<file path="src/rtl/priv_plic_types_pkg.sv">
// rtl/priv_plic_types_pkg.sv - shared types for the priv PLIC-lite interrupt controller
// Contents: gw_state_t (per-source gateway state), cfg_sel_t (config write target).
package priv_plic_types_pkg;

  typedef enum logic [1:0] {
    IDLE    = 2'd0,
    PENDING = 2'd1,
    CLAIMED = 2'd2
  } gw_state_t;

  typedef enum logic [1:0] {
    SEL_PRIO   = 2'd0,
    SEL_EN     = 2'd1,
    SEL_THRESH = 2'd2,
    SEL_MODE   = 2'd3
  } cfg_sel_t;

endpackage

</file>
<file path="src/rtl/priv_plic_gateway.sv">
// rtl/priv_plic_gateway.sv - per-source interrupt gateway (IDLE/PENDING/CLAIMED)
// Ports: clk, rst (sync, active-high), src_irq (raw request),
//        edge_mode (only with PLIC_EDGE_TRIG_EN), claim_win (this source won a claim),
//        complete_hit (completion addressed to this source), pending (state is PENDING).
// Optional feature: PLIC_EDGE_TRIG_EN adds the rising-edge detector and 1-deep re-pend latch.
module priv_plic_gateway
  import priv_plic_types_pkg::*;
(
  input  logic clk,
  input  logic rst,
  input  logic src_irq,
`ifdef PLIC_EDGE_TRIG_EN
  input  logic edge_mode,
`endif
  input  logic claim_win,
  input  logic complete_hit,
  output logic pending
);

  gw_state_t state;
  logic      arm;   // request that moves IDLE -> PENDING this edge

`ifdef PLIC_EDGE_TRIG_EN
  logic src_q;
  logic latch;
  logic rise;

  assign rise = src_irq & ~src_q;
  // In edge mode a latched edge from the PENDING/CLAIMED window re-pends on return to IDLE.
  assign arm  = edge_mode ? (rise | latch) : src_irq;
`else
  assign arm  = src_irq;
`endif

  always_ff @(posedge clk) begin
    if (rst) begin
      state <= IDLE;
`ifdef PLIC_EDGE_TRIG_EN
      src_q <= 1'b0;
      latch <= 1'b0;
`endif
    end else begin
      case (state)
        IDLE:    if (arm)          state <= PENDING;
        PENDING: if (claim_win)    state <= CLAIMED;
        CLAIMED: if (complete_hit) state <= IDLE;
        default:                   state <= IDLE;
      endcase
`ifdef PLIC_EDGE_TRIG_EN
      src_q <= src_irq;
      // Only one edge is remembered; later edges while busy are dropped.
      if (state == IDLE && arm)
        latch <= 1'b0;
      else if (edge_mode && rise && state != IDLE)
        latch <= 1'b1;
`endif
    end
  end

  assign pending = (state == PENDING);

endmodule

</file>
<file path="src/rtl/priv_plic_lite.sv">
// rtl/priv_plic_lite.sv - platform-level interrupt controller feeding the priv block MEIP inputs
// Ports: CLK, RST (sync, active-high); src_irq[NUM_SRC] raw requests (bit i-1 = ID i);
//        cfg_we/cfg_sel/cfg_idx/cfg_wdata config writes; claim_req -> claim_valid/claim_id;
//        complete_req/complete_id; plic_ext_int_m (eligible interrupt), plic_clear_ext_int_m (MEIP clear pulse).
// Optional feature: PLIC_EDGE_TRIG_EN adds per-source level/edge mode registers (cfg_sel 3).
module priv_plic_lite
  import priv_plic_types_pkg::*;
#(
  parameter  int NUM_SRC = 8,
  parameter  int PRIO_W  = 3,
  localparam int ID_W    = $clog2(NUM_SRC + 1)
) (
  input  logic               CLK,
  input  logic               RST,
  input  logic [NUM_SRC-1:0] src_irq,
  input  logic               cfg_we,
  input  logic [1:0]         cfg_sel,
  input  logic [ID_W-1:0]    cfg_idx,
  input  logic [PRIO_W-1:0]  cfg_wdata,
  input  logic               claim_req,
  output logic               claim_valid,
  output logic [ID_W-1:0]    claim_id,
  input  logic               complete_req,
  input  logic [ID_W-1:0]    complete_id,
  output logic               plic_ext_int_m,
  output logic               plic_clear_ext_int_m
);

  logic [PRIO_W-1:0]  prio [NUM_SRC];
  logic [NUM_SRC-1:0] en;
  logic [PRIO_W-1:0]  thresh;
`ifdef PLIC_EDGE_TRIG_EN
  logic [NUM_SRC-1:0] mode;   // 1 = edge-triggered
`endif

  logic [NUM_SRC-1:0] pending;
  logic [NUM_SRC-1:0] claim_win;
  logic [NUM_SRC-1:0] complete_hit;

  logic               best_vld;
  logic [ID_W-1:0]    best_id;
  logic               sel_vld;
  logic [ID_W-1:0]    sel_id;
  logic [PRIO_W-1:0]  sel_prio;

  // Config registers. Out-of-range indices (0 or > NUM_SRC) never match a source slot.
  always_ff @(posedge CLK) begin
    if (RST) begin
      for (int i = 0; i < NUM_SRC; i++) prio[i] <= '0;
      en     <= '0;
      thresh <= '0;
`ifdef PLIC_EDGE_TRIG_EN
      mode   <= '0;
`endif
    end else if (cfg_we) begin
      if (cfg_sel_t'(cfg_sel) == SEL_THRESH) thresh <= cfg_wdata;
      for (int i = 0; i < NUM_SRC; i++) begin
        if (cfg_idx == ID_W'(i + 1)) begin
          case (cfg_sel_t'(cfg_sel))
            SEL_PRIO: prio[i] <= cfg_wdata;
            SEL_EN:   en[i]   <= cfg_wdata[0];
`ifdef PLIC_EDGE_TRIG_EN
            SEL_MODE: mode[i] <= cfg_wdata[0];
`endif
            default: ;
          endcase
        end
      end
    end
  end

  // Ascending scan with strict '>' keeps the lowest ID on priority ties.
  // prio > thresh also excludes priority 0 since thresh is never negative.
  always_comb begin
    sel_vld  = 1'b0;
    sel_id   = '0;
    sel_prio = '0;
    for (int i = 0; i < NUM_SRC; i++) begin
      if (pending[i] && en[i] && prio[i] > thresh && prio[i] > sel_prio) begin
        sel_vld  = 1'b1;
        sel_id   = ID_W'(i + 1);
        sel_prio = prio[i];
      end
    end
  end

  for (genvar g = 0; g < NUM_SRC; g++) begin : g_src
    assign claim_win[g]    = claim_req & best_vld & (best_id == ID_W'(g + 1));
    assign complete_hit[g] = complete_req & (complete_id == ID_W'(g + 1));

    priv_plic_gateway u_gw (
      .clk          (CLK),
      .rst          (RST),
      .src_irq      (src_irq[g]),
`ifdef PLIC_EDGE_TRIG_EN
      .edge_mode    (mode[g]),
`endif
      .claim_win    (claim_win[g]),
      .complete_hit (complete_hit[g]),
      .pending      (pending[g])
    );
  end

  // Claims consume the registered winner, so a same-cycle config write cannot alter them.
  // best_vld drops at the claim edge so a back-to-back claim sees nothing.
  always_ff @(posedge CLK) begin
    if (RST) begin
      best_vld             <= 1'b0;
      best_id              <= '0;
      claim_valid          <= 1'b0;
      claim_id             <= '0;
      plic_clear_ext_int_m <= 1'b0;
    end else begin
      best_vld             <= sel_vld & ~claim_req;
      best_id              <= sel_id;
      claim_valid          <= claim_req;
      claim_id             <= (claim_req && best_vld) ? best_id : '0;
      plic_clear_ext_int_m <= claim_req & best_vld;
    end
  end

  assign plic_ext_int_m = best_vld;

endmodule

</file>
<file path="config.mk">
export PLATFORM = sky130hd
export DESIGN_NAME = priv_plic_lite
export DESIGN_NICKNAME = d
export VERILOG_FILES = /design/src/rtl/priv_plic_types_pkg.sv /design/src/rtl/priv_plic_gateway.sv /design/src/rtl/priv_plic_lite.sv
export SDC_FILE = /design/constraint.sdc
export NUM_CORES = 1
export LEC_CHECK = 0
export ABC_AREA = 1
export CORE_MARGIN = 2
export CORE_UTILIZATION = 47
export CTS_CLUSTER_DIAMETER = 50
export DETAILED_ROUTE_END_ITERATION = 12
export GPL_ROUTABILITY_DRIVEN = 1
export PLACE_DENSITY_LB_ADDON = 0.12
export SYNTH_ARGS = -nofsm -noshare
export SYNTH_HDL_FRONTEND = slang
export SYNTH_SLANG_ARGS = --single-unit
</file>
<file path="constraint.sdc">
create_clock -name CLK -period 21 [get_ports CLK]
set_clock_uncertainty 0.05 [all_clocks]
set_input_delay 5.25 -clock CLK [delete_from_list [all_inputs] [get_ports CLK]]
set_output_delay 5.25 -clock CLK [all_outputs]
set_load 0.03 [all_outputs]
</file>
==> metrics, run 1 <==
outcome=completed; footprint of the multi-input gates=0.002198 sq mm; clock power share=34.9%; RePlAce Congestion=0.8731; slew margin rel.=50.38%; Area after DPL=0.004433 sq mm; Lkg Pwr=1.992 nW; Setup crit end kind=flip-flop; crit path time final=9110 ps; cell count of the worst reg-to-reg path=61; critical path arrival=9360 ps; clock transition at the registers of the reported paths=80 ps; part of the cycle the worst path needs=43.38%; Die Y=96.40 um; highest clock rate=109.8 MHz; final hold violations=0; Syn Area/Cell=7.791 sq um; row cnt=33; Worst Tran Pin Value=739.7 ps; Detail Route Antenna Nets=0; combinational fraction of design power=15.5%; Critical Path RT=21250 ps; Area growth, synth to finish=14.97%; Post-CTS Hold Fix Bufs=0; Flop pwr share=49.5%; largest stage delay on the critical path=370 ps; Peak VDD IR=0.03604 mV; reg2reg setup slack=11890 ps; Clock Tree Buf Depth=2; IO buf count=32; Synth area leader=dfxtp_1; critical setup path kind=flip-flop to flip-flop; Filler cells=788; IO Pins=33; Avg WL per Cell=14.31 um; post-synth cell types=36; FF-to-FF Start=thresh[2]; fin nets=620; n_diodes=0; H-tree depth=3; P_sw=0.00007863 W; Worst-Skew Late Latency=340 ps; Reg area=0.001481 sq mm; Setup crit end=plic_ext_int_m; setup violators final=0; final wirelength=9486 um; RR Endpoint=plic_ext_int_m; Resize count post-CTS=0; Crit path top cell by count=nand2_1; unrepaired setup endpoints after global routing=false; setup TNS=0 ps; Global Route Usage Sum=22.35%; synthesized net count=582; drt pass-1 iters=5; Post-CTS Setup Bufs=0; Final Max Slew Viols=0; vias per cell=5.300; Post-DP HPWL=7610 um; sequential area share after synthesis=36.92%; Post-Layout Inst Area=0.004613 sq mm; crit path from=thresh[2]; crit path launch type=flip-flop; share of layout cells above drive strength 1=10.39%; total gr overflow=0; Root Buffer=clkbuf_8; synth warn=0; drc violations=0; # clock sinks=62; Max Cap Viol=0; Initial Util=48.59%; PwrDens=59.16 mW/mm^2; Net Sw Frac=28.81%; cell internal pwr=0.0001943 W; initial antenna violation count=0; number of synthesized register bits=62; first-pass GRT wire length=15460 um; post-synthesis instance area=0.004013 sq mm; Crit Path Max Fanout=9; largest net degree at the start of global routing=28; Synth top area share=18.96%; TritonCTS clock tree=built; Starting DRT DRC Count=187; HP Class=flip-flop to flip-flop; Core Box Area=0.008258 sq mm; total CTS buffers=9; synthesized instance count=515; top post-synthesis cells by area=dfxtp_1, edfxtp_1, ha_1; Vias=3514; Crit-path slowest cell=or2_2; Die ar.=0.009293 sq mm; die span in x=96.40 um; vias in the first global route=3230
-- stage by stage --
step / total power, W / utilization, % / hold WS [ps] / worst slack (ps) / std cells
finish: 0.0002729 / 55.86 / 407.7 / 11890 / 663
CTS: 0.0002756 / 55.86 / 409.8 / 11970 / 663
global route: 0.0002882 / 55.86 / 420.9 / 11220 / 663
detailed placement: 0.0001803 / 53.68 / 399.1 / 12010 / 647
global placement: 0.0001785 / 53.68 / 392.1 / 12320 / 647
floorplan: 0.0001655 / - / 370.9 / 12940 / 515
-- power by group through the flow --
stage                     Sequential, W  Clock [W]  Combinational (W)
after floorplan                0.000136          0          0.0000290
after global placement         0.000138          0          0.0000408
after detailed placement       0.000138          0          0.0000423
after CTS                      0.000135  0.0000979          0.0000425
after global routing           0.000136   0.000103          0.0000489
final                          0.000135  0.0000954          0.0000424
-- placed cells by master (no fill, tap or decap), drive strengths merged, types with 5 or more instances in the layout --
cell,Yosys,routed
nor3,6,6
dfxtp,38,38
a21oi,34,34
clkbuf,2,10
or2,5,5
inv,77,81
nand3,64,64
clkdlybuf4s50,0,32
nand2,92,92
ha,41,41
edfxtp,24,24
o21ai,31,31
nor2,71,71
a211oi,6,6
-- cell usage after synthesis, drive strengths merged --
cell and instances:
o211a 2, nor3b 1, a211oi 6, a21oi 34
edfxtp 24, a311oi 4, inv 77, dfxtp 38
a22oi 3, or2 5, o21ai 31, clkbuf 2
clkinv 3, buf 3, nand2 92, nor3 6
nand4 3, nor4 1, and2 4, nand3 64
nor2 71, ha 41
-- cells by family (layout without fill, tap and decap cells) --
family                   Yosys count  in the layout  share of synthesized area [%]
AND/OR/NAND/NOR                  247            247                          30.75
flip-flops                        62             62                          36.92
AO/OA/AOI/OAI                     80             80                          11.26
buffers and inverters             85            128                          8.294
adder cells (fa/ha/maj)           41             41                          12.78
-- worst max-delay path: cells and delay by family (launching register included) --
kind                     cells  cell delay (ps)
AO/OA/AOI/OAI                4              750
adder cells (fa/ha/maj)      8             2370
buffers and inverters        4              520
flip-flops                   1              300
AND/OR/NAND/NOR             45             5060
-- worst min-delay path by stage --
stage / depth (start not counted) / from / slack [ps] / to
after floorplan: 2 / en[6] / 370 / en[6]
after global placement: 2 / en[4] / 390 / en[4]
after detailed placement: 2 / en[4] / 400 / en[4]
after CTS: 2 / en[4] / 410 / en[4]
after global routing: 2 / en[4] / 420 / en[4]
final: 2 / en[4] / 410 / en[4]
-- final cells by class --
type,instances,area share [%]
Multi-Input combinational cell,368,47.65
Timing Repair Buffer,32,6.943
Tap cell,105,2.848
Sequential cell,62,32.11
Clock buffer,10,2.983
Inverter,80,6.536
Clock inverter,6,0.9222
-- metal layers --
layer	GRT usage [%]	share of wire, %	vias to the layer above	routed length [um]
met5	0	0	-	0
met4	7.864	2.5	0	235
met3	5.586	5.8	20	546
met2	34.61	44	84	4219
met1	30.45	47	1602	4484
li1	-	-	1808	-
-- sequential cells by signal (all words and copies together), names as in the netlist --
name	flops
claim_valid	1
g_src.u_gw.state	16
prio	24
en	8
plic_clear_ext_int_m	1
claim_id	4
best_id	4
plic_ext_int_m	1
thresh	3
No activity file was read; power rests on OpenSTA's default activity.
==> run 2, diff against run 1 <==
==> constraint.sdc (replaced) <==
create_clock -name CLK -period 8.9 [get_ports CLK]
set_clock_uncertainty 0.05 [all_clocks]
set_input_delay 2.225 -clock CLK [delete_from_list [all_inputs] [get_ports CLK]]
set_output_delay 2.225 -clock CLK [all_outputs]
set_load 0.03 [all_outputs]
==> metrics, run 2 (synthesis gave the netlist of run 1 again) <==
outcome=completed; Crit-path slowest cell=edfxtp_1; Die Y=96.40 um (unchanged); P_sw=0.0001820 W (+130%); RR Endpoint=plic_ext_int_m; Clock Tree Buf Depth=2 (unchanged); Root Buffer=clkbuf_8; critical path arrival=8520 ps (-840 ps); met1 usage=29.69% (-0.76 points); max reg flops=24 (unchanged); Vias=3504 (-0.28%); Crit Path Max Fanout=7 (-2); slew margin rel.=45.27% (-5.1 points); hold_sp=en[4]; IO Pins=33 (unchanged); Setup crit end kind=flip-flop; hold endpoint=en[4]; fin nets=629 (+1.5%); final wirelength=9723 um (+2.5%); Global Route Usage Sum=21.96% (-0.40 points); largest stage delay on the critical path=410 ps (+40 ps); Initial Util=48.59% (unchanged); total CTS buffers=9 (unchanged); highest clock rate=120.6 MHz (+9.8%); Post-DP HPWL=7417 um (-2.5%); Worst-Skew Late Latency=330 ps (about the same); Critical Path RT=9130 ps (-12120 ps); IO buf count=32 (unchanged); largest net degree at the start of global routing=28 (unchanged); TritonCTS clock tree=built; crit path time final=8293 ps (-816.2 ps); Core Box Area=0.008258 sq mm (unchanged); fin cells=672 (+1.4%); die span in x=96.40 um (unchanged); vias per cell=5.214 (-1.6%); Post-CTS Hold Fix Bufs=0 (unchanged); Die ar.=0.009293 sq mm (unchanged); Setup WS pre-CTS=226.3 ps (-11780 ps); total power=0.0006598 W (+140%); Worst Tran Pin Value=815.9 ps (+76.21 ps); vias in the first global route=3255 (+0.77%); row cnt=33 (unchanged); cell internal pwr=0.0004778 W (+150%); Starting DRT DRC Count=146 (-22%); Max Cap Viol=0 (unchanged); Hold WS=407.5 ps (-0.1750 ps); clock transition at the registers of the reported paths=70 ps (about the same); reg2reg setup slack=610 ps (-11280 ps); RePlAce Congestion=0.8751 (+0.23%); most frequent cells in the layout=nand2_1, inv_1, nor2_1; Final Max Slew Viols=0 (unchanged); Detail Route Antenna Nets=0 (unchanged); min setup slack post-route=606.6 ps (-11280 ps); drc violations=0 (unchanged); share of layout cells above drive strength 1=13.76% (+3.4 points); clock power share=35.5% (+0.6 points); first-pass GRT wire length=15320 um (-0.93%); Top Usage Layer GRT=met2; combinational fraction of design power=16.2% (+0.7 points); biggest registers after layout=prio (24), g_src.u_gw.state (16), en (8); Placed Cells=650 (+0.46%); Largest Register=prio; Lkg Pwr=2.049 nW (+2.9%); commonest non-fill, non-tap cell in the layout=nand2_1; Peak VDD IR=0.09016 mV (+150%); cell count of the worst reg-to-reg path=58 (-4.9%); Crit path top cell by count=nand2_1; Net Sw Frac=27.59% (-1.2 points); hold path cells=2 (unchanged); GR Util met3=3.646% (-1.9 points); initial antenna violation count=1 (+1); total gr overflow=0 (unchanged); Area growth, synth to finish=19.30%; drt pass-1 iters=5 (unchanged); M2 GR Usage=35.13% (+0.52 points); final hold violations=0 (unchanged); crit path launch type=flip-flop; Flop pwr share=48.3% (-1.2 points); FF-to-FF Start=prio[0][1]; critical setup path kind=flip-flop to flip-flop; HP Class=flip-flop to flip-flop; setup TNS=0 ps (unchanged); # clock sinks=62 (unchanged); n_diodes=0 (unchanged); Avg WL per Cell=14.47 um (+1.1%); setup violators final=0 (unchanged); part of the cycle the worst path needs=93.18% (+50 points); PwrDens=137.8 mW/mm^2 (+130%); H-tree depth=3 (unchanged)
## run 2: cell types whose count changed in the layout (fill, tap and decap cells not counted), sizes merged
cell,delta
clkinv,-1
clkbuf,+4
buf,+9
inv,-3
## run 2: critical path, delay by kind of cell, from the launching register on
| kind | cells | cell delay, ps |
|---|---|---|
| buffers and inverters | 2 | 200 |
| DFF | 1 | 410 |
| and+or+nand+nor | 44 | 4710 |
| adders and majority gates | 8 | 2230 |
| AOI/OAI and AO/OA | 4 | 600 |
## run 2: what timing repair did
item / 4_1_cts / 5_1_grt
setup buffers: 0 / 6
resized for setup: 0 / 19
endpoints found under the setup margin: 0 / 5
## run 2: worst max path at each step
stage	start	to	slack (ps)	depth (start not counted)
4_1_cts	prio[0][2]	plic_ext_int_m	200	59
5_1_grt	prio[0][1]	plic_ext_int_m	-20	60
3_3_place_gp	prio[0][2]	plic_ext_int_m	490	60
6_report	prio[0][1]	plic_ext_int_m	610	58
3_5_place_dp	prio[0][2]	plic_ext_int_m	230	59
2_1_floorplan	thresh[2]	plic_ext_int_m	840	60
## run 2: per-layer routing
metal	up-vias	routed length, um	part of all wire [%]
met5	-	13	0.13
li1	1820	-	-
met2	70	4454	46
met3	18	352	3.6
met4	2	235	2.4
met1	1594	4667	48
## run 2: area by class of cell
cell class / count / area (sq um)
tap: 105 / 131.4
sequential: 62 / 1481
timing repair buffer: 41 / 387.9
clock inverter: 2 / 13.76
clock buffer: 14 / 173.9
fill: 780 / 3471
multi-input combinational: 368 / 2297
inverter: 80 / 301.5
## run 2: metrics by stage
step	instance area (sq um)	utilization [%]
after floorplan	4013	-
after global placement	4456	53.95
after detailed placement	4456	53.95
after CTS	4643	56.23
after global routing	4787	57.97
final	4787	57.97
## run 2: power groups by stage
stage	Sequential (W)	Combinational, W	Clock (W)
6_report	0.000318	0.000107	0.000234
5_1_grt	0.000320	0.000121	0.000250
4_1_cts	0.000318	0.000102	0.000238
3_5_place_dp	0.000324	0.000102	0
3_3_place_gp	0.000324	0.0000978	0
2_1_floorplan	0.000322	0.0000685	0
